**src/rtl/rfaludm_mc.sv**
```systemverilog
// Multicycle register-file / ALU / data-memory slice: IDLE -> RD -> EX -> [MEM] -> WB.
// Optional sticky signed-overflow detection with write suppression under RFALUDM_OVF_EN.
module rfaludm_mc #(
  parameter int DATA_W = 32,
  parameter int RA_W   = 5,
  parameter int DM_AW  = 6
) (
  input  logic              Clock,
  input  logic              Reset,
  input  logic              Start,
  input  logic [RA_W-1:0]   Read1,
  input  logic [RA_W-1:0]   Read2,
  input  logic [RA_W-1:0]   ins_15_11,
  input  logic [15:0]       SEin,
  input  logic              RegDst,
  input  logic              RegWrite,
  input  logic              ALUSrc,
  input  logic              MemtoReg,
  input  logic              MemWrite,
  input  logic              MemRead,
  input  logic [1:0]        ALUOp,
  output logic              Busy,
  output logic              Done,
  output logic              Zero,
  output logic [DATA_W-1:0] Result
`ifdef RFALUDM_OVF_EN
  ,
  output logic              Ovf
`endif
);

  localparam int NREG = 1 << RA_W;
  localparam int DM_D = 1 << DM_AW;

  localparam logic [2:0] S_IDLE = 3'd0;
  localparam logic [2:0] S_RD   = 3'd1;
  localparam logic [2:0] S_EX   = 3'd2;
  localparam logic [2:0] S_MEM  = 3'd3;
  localparam logic [2:0] S_WB   = 3'd4;

  function automatic logic signed [DATA_W-1:0] sext16(input logic [15:0] v);
    logic signed [DATA_W-1:0] r;
    r = {DATA_W{v[15]}};
    r[15:0] = v;
    return r;
  endfunction

`ifdef RFALUDM_OVF_EN
  function automatic logic add_ovf(input logic signed [DATA_W-1:0] a,
                                   input logic signed [DATA_W-1:0] b,
                                   input logic signed [DATA_W-1:0] y);
    return (a[DATA_W-1] == b[DATA_W-1]) && (y[DATA_W-1] != a[DATA_W-1]);
  endfunction

  function automatic logic sub_ovf(input logic signed [DATA_W-1:0] a,
                                   input logic signed [DATA_W-1:0] b,
                                   input logic signed [DATA_W-1:0] y);
    return (a[DATA_W-1] != b[DATA_W-1]) && (y[DATA_W-1] != a[DATA_W-1]);
  endfunction
`endif

  logic [2:0] state;

  logic [DATA_W-1:0] rf   [NREG];
  logic [DATA_W-1:0] dmem [DM_D];

  // Launch: capture all decoded fields so the inputs are free to change afterwards
  logic [RA_W-1:0] rs_p0, rt_p0, rd_p0;
  logic [15:0]     imm_p0;
  logic            regdst_p0, regwrite_p0, alusrc_p0, memtoreg_p0, memwrite_p0, memread_p0;
  logic [1:0]      aluop_p0;

  always_ff @(posedge Clock) begin
    if (state == S_IDLE && Start) begin
      rs_p0       <= Read1;
      rt_p0       <= Read2;
      rd_p0       <= ins_15_11;
      imm_p0      <= SEin;
      regdst_p0   <= RegDst;
      regwrite_p0 <= RegWrite;
      alusrc_p0   <= ALUSrc;
      memtoreg_p0 <= MemtoReg;
      memwrite_p0 <= MemWrite;
      memread_p0  <= MemRead;
      aluop_p0    <= ALUOp;
    end
  end

  always_ff @(posedge Clock) begin
    if (Reset) begin
      state <= S_IDLE;
    end else begin
      case (state)
        S_IDLE:  if (Start) state <= S_RD;
        S_RD:    state <= S_EX;
        S_EX:    state <= (memread_p0 || memwrite_p0) ? S_MEM : S_WB;
        S_MEM:   state <= S_WB;
        S_WB:    state <= S_IDLE;
        default: state <= S_IDLE;
      endcase
    end
  end

  assign Busy = (state != S_IDLE);
  assign Done = (state == S_WB);

  // RD: operand fetch
  logic signed [DATA_W-1:0] data1_p1, data2_p1;

  always_ff @(posedge Clock) begin
    if (state == S_RD) begin
      data1_p1 <= (rs_p0 == '0) ? '0 : rf[rs_p0];
      data2_p1 <= (rt_p0 == '0) ? '0 : rf[rt_p0];
    end
  end

  // EX: ALU
  logic signed [DATA_W-1:0] opa, opb, sum, diff, alu_y;
  logic [5:0]               funct;

  assign funct = imm_p0[5:0];
  assign opa   = data1_p1;
  assign opb   = alusrc_p0 ? sext16(imm_p0) : data2_p1;
  assign sum   = opa + opb;
  assign diff  = opa - opb;

  always_comb begin
    alu_y = sum;
    case (aluop_p0)
      2'b01: alu_y = diff;
      2'b11: alu_y = opa | opb;
      2'b10: begin
        case (funct)
          6'h22:   alu_y = diff;
          6'h24:   alu_y = opa & opb;
          6'h25:   alu_y = opa | opb;
          6'h27:   alu_y = ~(opa | opb);
          6'h2A:   alu_y = (opa < opb) ? DATA_W'(1) : '0;
          default: alu_y = sum;
        endcase
      end
      default: alu_y = sum;
    endcase
  end

  logic ovf_blk;

`ifdef RFALUDM_OVF_EN
  logic is_sub, is_logic, ovf_ex, ovf_p2;

  always_comb begin
    is_sub   = (aluop_p0 == 2'b01) || (aluop_p0 == 2'b10 && funct == 6'h22);
    is_logic = (aluop_p0 == 2'b11) ||
               (aluop_p0 == 2'b10 && (funct == 6'h24 || funct == 6'h25 ||
                                      funct == 6'h27 || funct == 6'h2A));
    ovf_ex   = 1'b0;
    if (!is_logic) ovf_ex = is_sub ? sub_ovf(opa, opb, diff) : add_ovf(opa, opb, sum);
  end

  always_ff @(posedge Clock) begin
    if (Reset) begin
      Ovf    <= 1'b0;
      ovf_p2 <= 1'b0;
    end else if (state == S_EX) begin
      ovf_p2 <= ovf_ex;
      if (ovf_ex) Ovf <= 1'b1;
    end
  end

  assign ovf_blk = ovf_p2;
`else
  assign ovf_blk = 1'b0;
`endif

  // EX -> MEM: memory word index and store data
  logic [DM_AW-1:0] addr_p2;

  always_ff @(posedge Clock) begin
    if (state == S_EX) addr_p2 <= alu_y[DM_AW+1:2];
  end

  logic [DATA_W-1:0] result_r;
  logic              zero_r;

  // Result carries the write-back value: ALU result from EX, replaced by memory data in MEM
  always_ff @(posedge Clock) begin
    if (Reset) begin
      result_r <= '0;
      zero_r   <= 1'b0;
    end else if (state == S_EX) begin
      result_r <= memtoreg_p0 ? '0 : alu_y;
      zero_r   <= (alu_y == '0);
    end else if (state == S_MEM && memtoreg_p0) begin
      result_r <= memread_p0 ? dmem[addr_p2] : '0;
    end
  end

  assign Result = result_r;
  assign Zero   = zero_r;

  // MEM: store is abandoned if reset arrives during the access
  always_ff @(posedge Clock) begin
    if (state == S_MEM && memwrite_p0 && !Reset) dmem[addr_p2] <= data2_p1;
  end

  // WB: register-file write
  logic [RA_W-1:0] dst_p3;
  logic            rf_we;

  assign dst_p3 = regdst_p0 ? rd_p0 : rt_p0;
  assign rf_we  = (state == S_WB) && regwrite_p0 && !ovf_blk && (dst_p3 != '0);

  always_ff @(posedge Clock) begin
    if (Reset) begin
      for (int i = 0; i < NREG; i++) rf[i] <= '0;
    end else if (rf_we) begin
      rf[dst_p3] <= result_r;
    end
  end

endmodule
```
**config.mk**
```make
export PLATFORM = sky130hd
export DESIGN_NAME = rfaludm_mc
export DESIGN_NICKNAME = d
export VERILOG_FILES = /design/src/rtl/rfaludm_mc.sv
export SDC_FILE = /design/constraint.sdc
export NUM_CORES = 2
export LEC_CHECK = 0
export CAP_MARGIN = 25
export CORE_ASPECT_RATIO = 0.6
export CORE_MARGIN = 3
export CORE_UTILIZATION = 57
export CTS_BUF_LIST = sky130_fd_sc_hd__clkbuf_16
export CTS_CLUSTER_SIZE = 25
export DETAILED_ROUTE_END_ITERATION = 8
export PLACE_DENSITY = 0.76
export RECOVER_POWER = 50
export SETUP_SLACK_MARGIN = 0.4
export SKIP_CTS_REPAIR_TIMING = 1
export SYNTH_ARGS = -nofsm -noshare
export SYNTH_HDL_FRONTEND = slang
export SYNTH_SLANG_ARGS = --single-unit
export TNS_END_PERCENT = 50
```
**constraint.sdc**
```tcl
create_clock -name Clock -period 5.96 [get_ports Clock]
set_input_delay 1.49 -clock Clock [delete_from_list [all_inputs] [get_ports Clock]]
set_output_delay 1.49 -clock Clock [all_outputs]
set_load 0.01 [all_outputs]
```
Word-level counts from Yosys, hierarchy flattened. Memories as Yosys holds them, arrays and structs flattened. A register that Yosys moved wholly into a read port is not among the register bits. Index checks and enable logic that the tools add are counted.

Bits in registers: 81. Input bits: 42. Memories: 2. RAM bits: 3072. Logic and storage cells: 75.

Bitwise logic cells: 3. Add/sub/neg operators: 2. Order comparisons: 1. Mux-type cells: 23. Reductions and logical operators: 16. Equality and inequality tests: 13.

Memories: dmem (depth 64, width 32, rd ports 1, clocked after Yosys merged registers in 1, wr ports 1, RTL line 65) `logic [DATA_W-1:0] dmem [DM_D];`; rf (depth 32, width 32, rd ports 2, clocked after Yosys merged registers in 2, wr ports 32, RTL line 64) `logic [DATA_W-1:0] rf [NREG];`.

Operator list (count): 2-to-1 mux 32 bit (6); one-hot mux 32 bit (5 select lines) (1); one-hot mux 32 bit (3 select lines) (1); adder 32 bit (1); AND 32 bit (1); zero test 32 bit (1); < comparator 32 bit (1); inverter 32 bit (1); bitwise OR 32 bit (1); OR reduction 32 bit (1); subtractor 32 bit (1); equality test 6 bit, second input constant (5); one-hot mux 3 bit (4 select lines) (1); zero test 5 bit (2); 2-to-1 mux 5 bit (2); 2-to-1 mux 1 bit (9); equality test 3 x 2 -> 1 bit, second input constant (2); logical AND 1 bit (6); 2-to-1 mux 3 bit (2); 2-to-1 mux 6 bit (1); nonzero test 5 bit (1); equality test 2 bit, second input constant (2); equality test 3 x 1 -> 1 bit, second input constant (1); equality test 3 bit, second input constant (1); other kinds (7) (7).

Longest topological paths before layout.
Depth in word-level cells: 8. Gate-level depth with buffers: 18. Mapped depth without buffers: 16.

Worst setup path after synthesis. OpenSTA, ideal clock, no wires.

Path type: reg2reg. Start point: reg state[0]. End point: reg data1_p1[0] (read register of rf) (enable). Data required time: 5382 ps. Buffers on the path: 1. Data arrival time: 5258 ps. Path slack: 124 ps. Stages on the path, launching flop included: 3. Cell sequence: dfxtp_1 -> clkbuf_1 -> nor3b_1.

Cells in the longest elaborated chain, start to end: 1.

Ends and longest elaborated chain: start, declared (RTL line 62) `logic [2:0] state;`; start signal, assigned (RTL line 96) `S_EX: state <= (memread_p0 || memwrite_p0) ? S_MEM : S_WB;`; equality test 3 x 1 -> 1 bit (RTL line 111) `if (state == S_RD) begin`; end, declared (RTL line 108) `logic signed [DATA_W-1:0] data1_p1, data2_p1;`.

Every way passes these cells. A chain may end at the register's enable or synchronous reset.

==> flow_metrics.tcl <==
set metrics [dict create \
    slowest_stage "clkbuf_1" \
    clock_latency_ns 0.92 \
    cts.path.max_buffers 4 \
    die_width_um 656 \
    drive_gt1_share_pct 24.3 \
    path_cells "clkbuf_1 -> clkinv_1 -> o32ai_1 -> nand2_1 -> nor2_1 -> clkbuf_1 -> and2_1" \
    nNetsFinal 8382 \
    p_leak_nw 53.5 \
    synth.top_cell.area_share_pct 66.1 \
    worst-path-buf-inv 3 \
    drtIter0Drc 14300 \
    cts_buffers 300 \
    arrival_ns 6.42 \
    crit_family "buffers and inverters" \
    hold_violations 0 \
    initial_core_util_pct 57.6 \
    ctsRootBufferMaster "clkbuf_16" \
    synthTopCellsByArea "edfxtp_1 (66%), mux4_2 (17%), and2_1 (4.3%), mux2i_1 (1.6%), clkbuf_1 (1.2%)" \
    instances_no_fill 11800 \
    cts_sinks 3223 \
    grt_max_degree 107 \
    yosysSeqAreaShare_pct 66.7 \
    gp_congestion 0.970 \
    rows 142 \
    cap_violations 75 \
    synth_flop_cell "edfxtp_1" \
    netlist_area_sq_um 144000 \
    portBuffers 76 \
    crit_path_frequent_cell "clkbuf_1" \
    gr-usage-all-layers_pct 34.1 \
    synthTopCellsByCount "edfxtp_1 (3181), mux4_2 (1115), and2_1 (1003)" \
    avgViaCountPerCell 7.09 \
    path_class "reg2reg" \
    rsz0062_at_grt "false" \
    cts_tree "done" \
    peakVddDrop_v 0.000250 \
    clk_pin_slew_ns 0.06 \
    max_freq_ghz 0.175 \
    finalCritPeriodShare_pct 96.1 \
    place_hpwl_um 278000 \
    powerDensity_nw_per_um2 324 \
    vias 83900 \
    syn_inst 8042 \
    async_flop_share_pct 0 \
    worstMarginPinSlew_ns 3.63 \
    skew_ns 0.0891 \
    core-area_sq_um 251000 \
    gr-total-overflow 0 \
    dieHeight_um 396 \
    violations "capacitance limit, slew limit" \
    slew_headroom_pct -142 \
    wl_per_cell_um 37.5 \
    ys_ff_latch 3223 \
    required_ns 6.65 \
    dp.cells 11300 \
    ys_types 101 \
    grt_pass1_wl_um 626000 \
    antenna_found_initial 26 \
    cts_htree_levels 5 \
    ioPinCount 77 \
    drc 0 \
    critPathLaunchType "register" \
    hp-class "reg2reg" \
    crit_fanout 32 \
    grt_pass1_vias 82600 \
    dieArea_sq_um 260000 \
    synth_most_common_cell "edfxtp_1" \
    first_pass_iters 6 \
    setup.worst_path.end_class "register" \
    yosys_warnings 0 \
    final_max_slew_viol_count 2969 \
    critPathMaxStageDelay_ns 1.66 \
    wirelength_um 443000 \
    finalSetupTns_ns 0 \
    yosys.area.top_type "edfxtp_1" \
    status "finished with violations" \
    finalSetupViolations 0 \
    avgSynthCellArea_sq_um 18.0 \
    antenna_left 0 \
    synth_edf_count 3181 \
    finalCriticalPeriod_ns 5.73 \
    area_delta_synth_final_pct 11.2 \
]
## per-layer routing
metal | vias to the layer above | GRT usage, % | wire length [um]
met5 | - | 0 | 34
met4 | 6 | 8.63 | 12500
met3 | 784 | 10.6 | 73400
met2 | 7019 | 45.7 | 183000
met1 | 43500 | 54.5 | 175000
li1 | 32600 | - | -
## worst register-to-register path, stage by stage, from the launching register on
cell and delay, ns:
edfxtp_1 0.32, clkbuf_1 1.04, clkinv_1 1.19, o32ai_1 0.63, nand2_1 0.22, nor2_1 0.18, clkbuf_1 1.66, and2_1 0.32
## per-stage QoR
stage	area [sq um]	worst slack (ns)	util [%]	total power, mW	hold slack (ns)
after global routing	161000	0.281	64.0	53.3	0.567
after CTS	161000	0.817	64.2	52.0	0.505
after detailed placement	152000	0.903	60.5	33.5	0.493
final	161000	0.234	64.0	52.0	0.501
after floorplan	145000	1.62	-	30.6	0.502
after global placement	151000	0.886	60.4	33.4	0.487
## state kept, by name (all words and copies together), names as in the netlist, named ones only
name and flops:
memwrite_p0 1, data1_p1 32, Zero 1, regwrite_p0 1, rf 1024, rt_p0 5, Result 32, aluop_p0 2
dmem 2048, alusrc_p0 1, memtoreg_p0 1, memread_p0 1, imm_p0 16, addr_p2 6, rd_p0 5, regdst_p0 1
rs_p0 5, data2_p1 32, state 3
## cell usage in the layout (no fill, tap or decap), drive strengths merged, types with 16 or more instances in the layout
cell type and count:
conb 32, xor2 24, a21oi 161, nand2 196
nand2b 19, o211ai 20, a211o 27, or2 34
clkdlybuf4s50 35, dlygate4sd3 40, nand3 29, inv 187
buf 322, a22oi 17, bufinv 23, mux2 68
clkinv 112, nor4 16, ha 119, o21ai 74
and2 1003, clkbuf 383, o31ai 16, nor3 68
mux4 1115, nor2b 22, xnor2 53, a221oi 59
mux2i 230, o221ai 61, a22o 21, o22ai 75
a211oi 37, nor2 322, edfxtp 3181, dfxtp 42
## path summary, 6_finish.rpt
path                            startpoint         end  slack, ns  cells past startpoint
worst max-delay path              rt_p0[4]   rf[29][4]       0.23                      7
worst min-delay path            Result[17]  Result[17]       0.50                      2
worst max register to register    rt_p0[4]   rf[29][4]       0.23                      7
worst min register to register  Result[17]  Result[17]       0.50                      2
## where the power goes
group / internal (mW) / total, mW / switching [mW]
Sequential: 25.4 / 25.8 / 0.337
Clock: 10.3 / 18.8 / 8.44
Combinational: 2.92 / 7.47 / 4.56
Total: 38.7 / 52.0 / 13.3
## cell families (layout without fill, tap and decap cells)
kind of cell,Yosys count,count (layout),share of synthesized area [%]
buffers and inverters,743,1111,2.02
XOR/XNOR,77,77,0.467
multiplexers,1413,1413,19.5
adder cells (fa/ha/maj),121,121,1.06
AO/OA/AOI/OAI,684,684,3.39
AND/OR/NAND/NOR,1780,1780,6.82
other,1,39,0.00260
flip-flops,3223,3223,66.7
## cell type report
type | instances | area, sq um
Tap cell | 3384 | 4230
Inverter | 113 | 427
Timing Repair Buffer | 474 | 4540
Antenna cell | 7 | 17.5
Multi-Input combinational cell | 4107 | 45700
Fill cell | 16900 | 90200
Sequential cell | 3223 | 96400
Clock buffer | 307 | 7680
Clock inverter | 217 | 1630
Power figures use the tool's default switching activity.
==> patch, RTL diff (config.mk and constraints unchanged) <==
Register the outputs `Busy` and `Done`, with the module's reset; this adds one clock of latency there. The other outputs are not delayed to match.
--- a/src/rtl/rfaludm_mc.sv
+++ b/src/rtl/rfaludm_mc.sv
@@ -101,8 +101,15 @@
     end
   end
 
-  assign Busy = (state != S_IDLE);
-  assign Done = (state == S_WB);
+  always_ff @(posedge Clock) begin
+    if (Reset) begin
+      Busy <= '0;
+      Done <= '0;
+    end else begin
+      Busy <= (state != S_IDLE);
+      Done <= (state == S_WB);
+    end
+  end
 
   // RD: operand fetch
   logic signed [DATA_W-1:0] data1_p1, data2_p1;
Function: not settled (the Yosys comparison gave no result); the edit may change what the design does.
==> patch against the unedited design <==
  * The run still ends with capacitance limit, slew limit left
  * Power rose by 0.32%
  * Area after synthesis about the same
  * Global-route usage fell by 0.20 points
  * Final area about the same
  * Via count is 0.47% higher
  * Combinational power is essentially flat
  * Setup slack got worse by 170 ps
  * Sequential share of layout area about the same
  * Sequential cell count rose by 2
  * Routed wire length is 0.55% lower
  * Fmax fell by 3.0%
==> patch: results (changes against the unedited design) <==
The share of layout cells above drive strength 1 works out to 24.6% (was 24.3%). Top area cells in the synthesized netlist: edfxtp_1, mux4_2, and2_1 (unchanged). Total length of routed met3 wires: 73.6 mm (was 73.4 mm). Failing checks: capacitance limit, slew limit (unchanged). The tools report the number of optimization iterations in the first detailed-route pass as 6 (unchanged).

The routability congestion estimate from global placement was 1.01 (was 0.970); the clock network latency to the later pin of the worst-skew pair was 890 ps (was 920 ps). The maximum achievable frequency came out at 169 MHz (was 175 MHz). The worst IR drop on VDD came out at 0.242 mV (was 0.250 mV). The met1 track demand over resource is 54.0% (was 54.5%), and the global-route met2 utilization is 45.5% (was 45.7%).

The run gives 84,300 (was 83,900) as the count of vias placed by the detailed router. The detailed-routing wirelength on met1 was 174 mm (was 175 mm); the TritonCTS buffer count was 299 (was 300). The met3 routing resource usage after global routing is 11.2% (was 10.6%). The flow ran to the end, but the final reports show violations. The largest stage delay on the critical path is 2500 ps (was 1660 ps), and the via count of the first global-routing pass is 82,200 (was 82,600). Top cell types by occurrence after synthesis: edfxtp_1, mux4_2, and2_1, clkbuf_1, nor2_1 (unchanged). The beginning of the critical path is rs_p0[1] (was rt_p0[4]).

The tools report the reported max-cap violation count as 56 (was 75). Cell depth of the worst flop-to-flop path: 5 (was 7). The data arrival time of the critical path was 6380 ps (was 6420 ps); the wire length per cell was 37.2 um (was 37.5 um).

The met2 routed wirelength was 182 mm (was 183 mm); the largest net degree at the start of global routing was 119 (was 107). The critical path's top delay family was simple AND/OR/NAND/NOR gates (was buffers and inverters). The tools report the end of the worst register-to-register path as data1_p1[3] (was rf[29][4]).

The register-to-register path setup slack is 60 ps (was 230 ps), and the first-pass GRT wire length is 624 mm (was 626 mm). Max-slew violation count: 2,621 (was 2,969). Worst slew margin relative to its limit: -151% (was -142%).

The tools report the placement-stage worst setup slack as 337 ps (was 903 ps). Overall global routing resource usage: 33.9% (was 34.1%). The post-detailed-placement cell area came out at 152,000 sq um (about the same).

The tools report the worst hold slack as 497 ps (was 501 ps). The sink of the worst hold path was Result[14] (was Result[17]). The leakage dissipation was 53.6 nW (was 53.5 nW); the number of nets in the layout was 8,399 (was 8,382). The maximum clock skew at final layout was 80.4 ps (was 89.1 ps). Portion of the post-synthesis area used by sequential elements: 66.8% (was 66.7%).
-- patch: changes by cell type in the layout (fill, tap and decap cells not counted), moves of 11 or more --
cell and delta:
o221ai_1 -15, buf_12 -34, clkbuf_2 +14, and2_0 -12, or2_2 -25, buf_4 +21, a211oi_1 +17, mux2_2 -13
clkinv_1 -13, mux2i_1 -17, o21ai_0 +19, clkinv_2 +13, o21ai_4 +24, nor2_2 +11
-- patch: per-stage QoR --
step,instances,total power [W],utilization [%]
floorplan,8088,0.0306,-
global placement,11300,0.0334,60.5
detailed placement,11300,0.0335,60.5
CTS,11800,0.0521,64.2
global route,11800,0.0535,64.0
finish,11900,0.0522,64.0
-- patch: cell families (layout without fill, tap and decap cells) --
| kind of cell | after synthesis | in the layout | share of synthesized area, % |
|---|---|---|---|
| compound gates | 737 | 737 | 3.58 |
| xor+xnor | 79 | 79 | 0.484 |
| fa+ha+maj | 121 | 121 | 1.06 |
| buf+inv | 745 | 1116 | 1.96 |
| flops | 3225 | 3225 | 66.8 |
| mux | 1394 | 1394 | 19.4 |
| other cells | 1 | 44 | 0.00260 |
| simple gates | 1755 | 1755 | 6.70 |
-- patch: report_power, final --
group,switching [W],leakage [nW],internal (W)
sequential,0.000352,30.4,0.0255
clock,0.00848,4.84,0.0105
combinational,0.00457,18.4,0.00288
total,0.0134,53.6,0.0388
-- patch: final cells by class --
class,count,area [sq um]
sequential,3225,96400
fill,16900,90300
multi-input combinational,4118,46100
clock buffer,304,7610
tap,3384,4230
timing repair buffer,474,3990
clock inverter,220,1760
inverter,118,447
antenna,12,30.0
-- patch: worst min-delay path, stage by stage (launching register included) --
cell and delay [ps]:
dfxtp_1 310, nor2_1 90, nor3_1 50
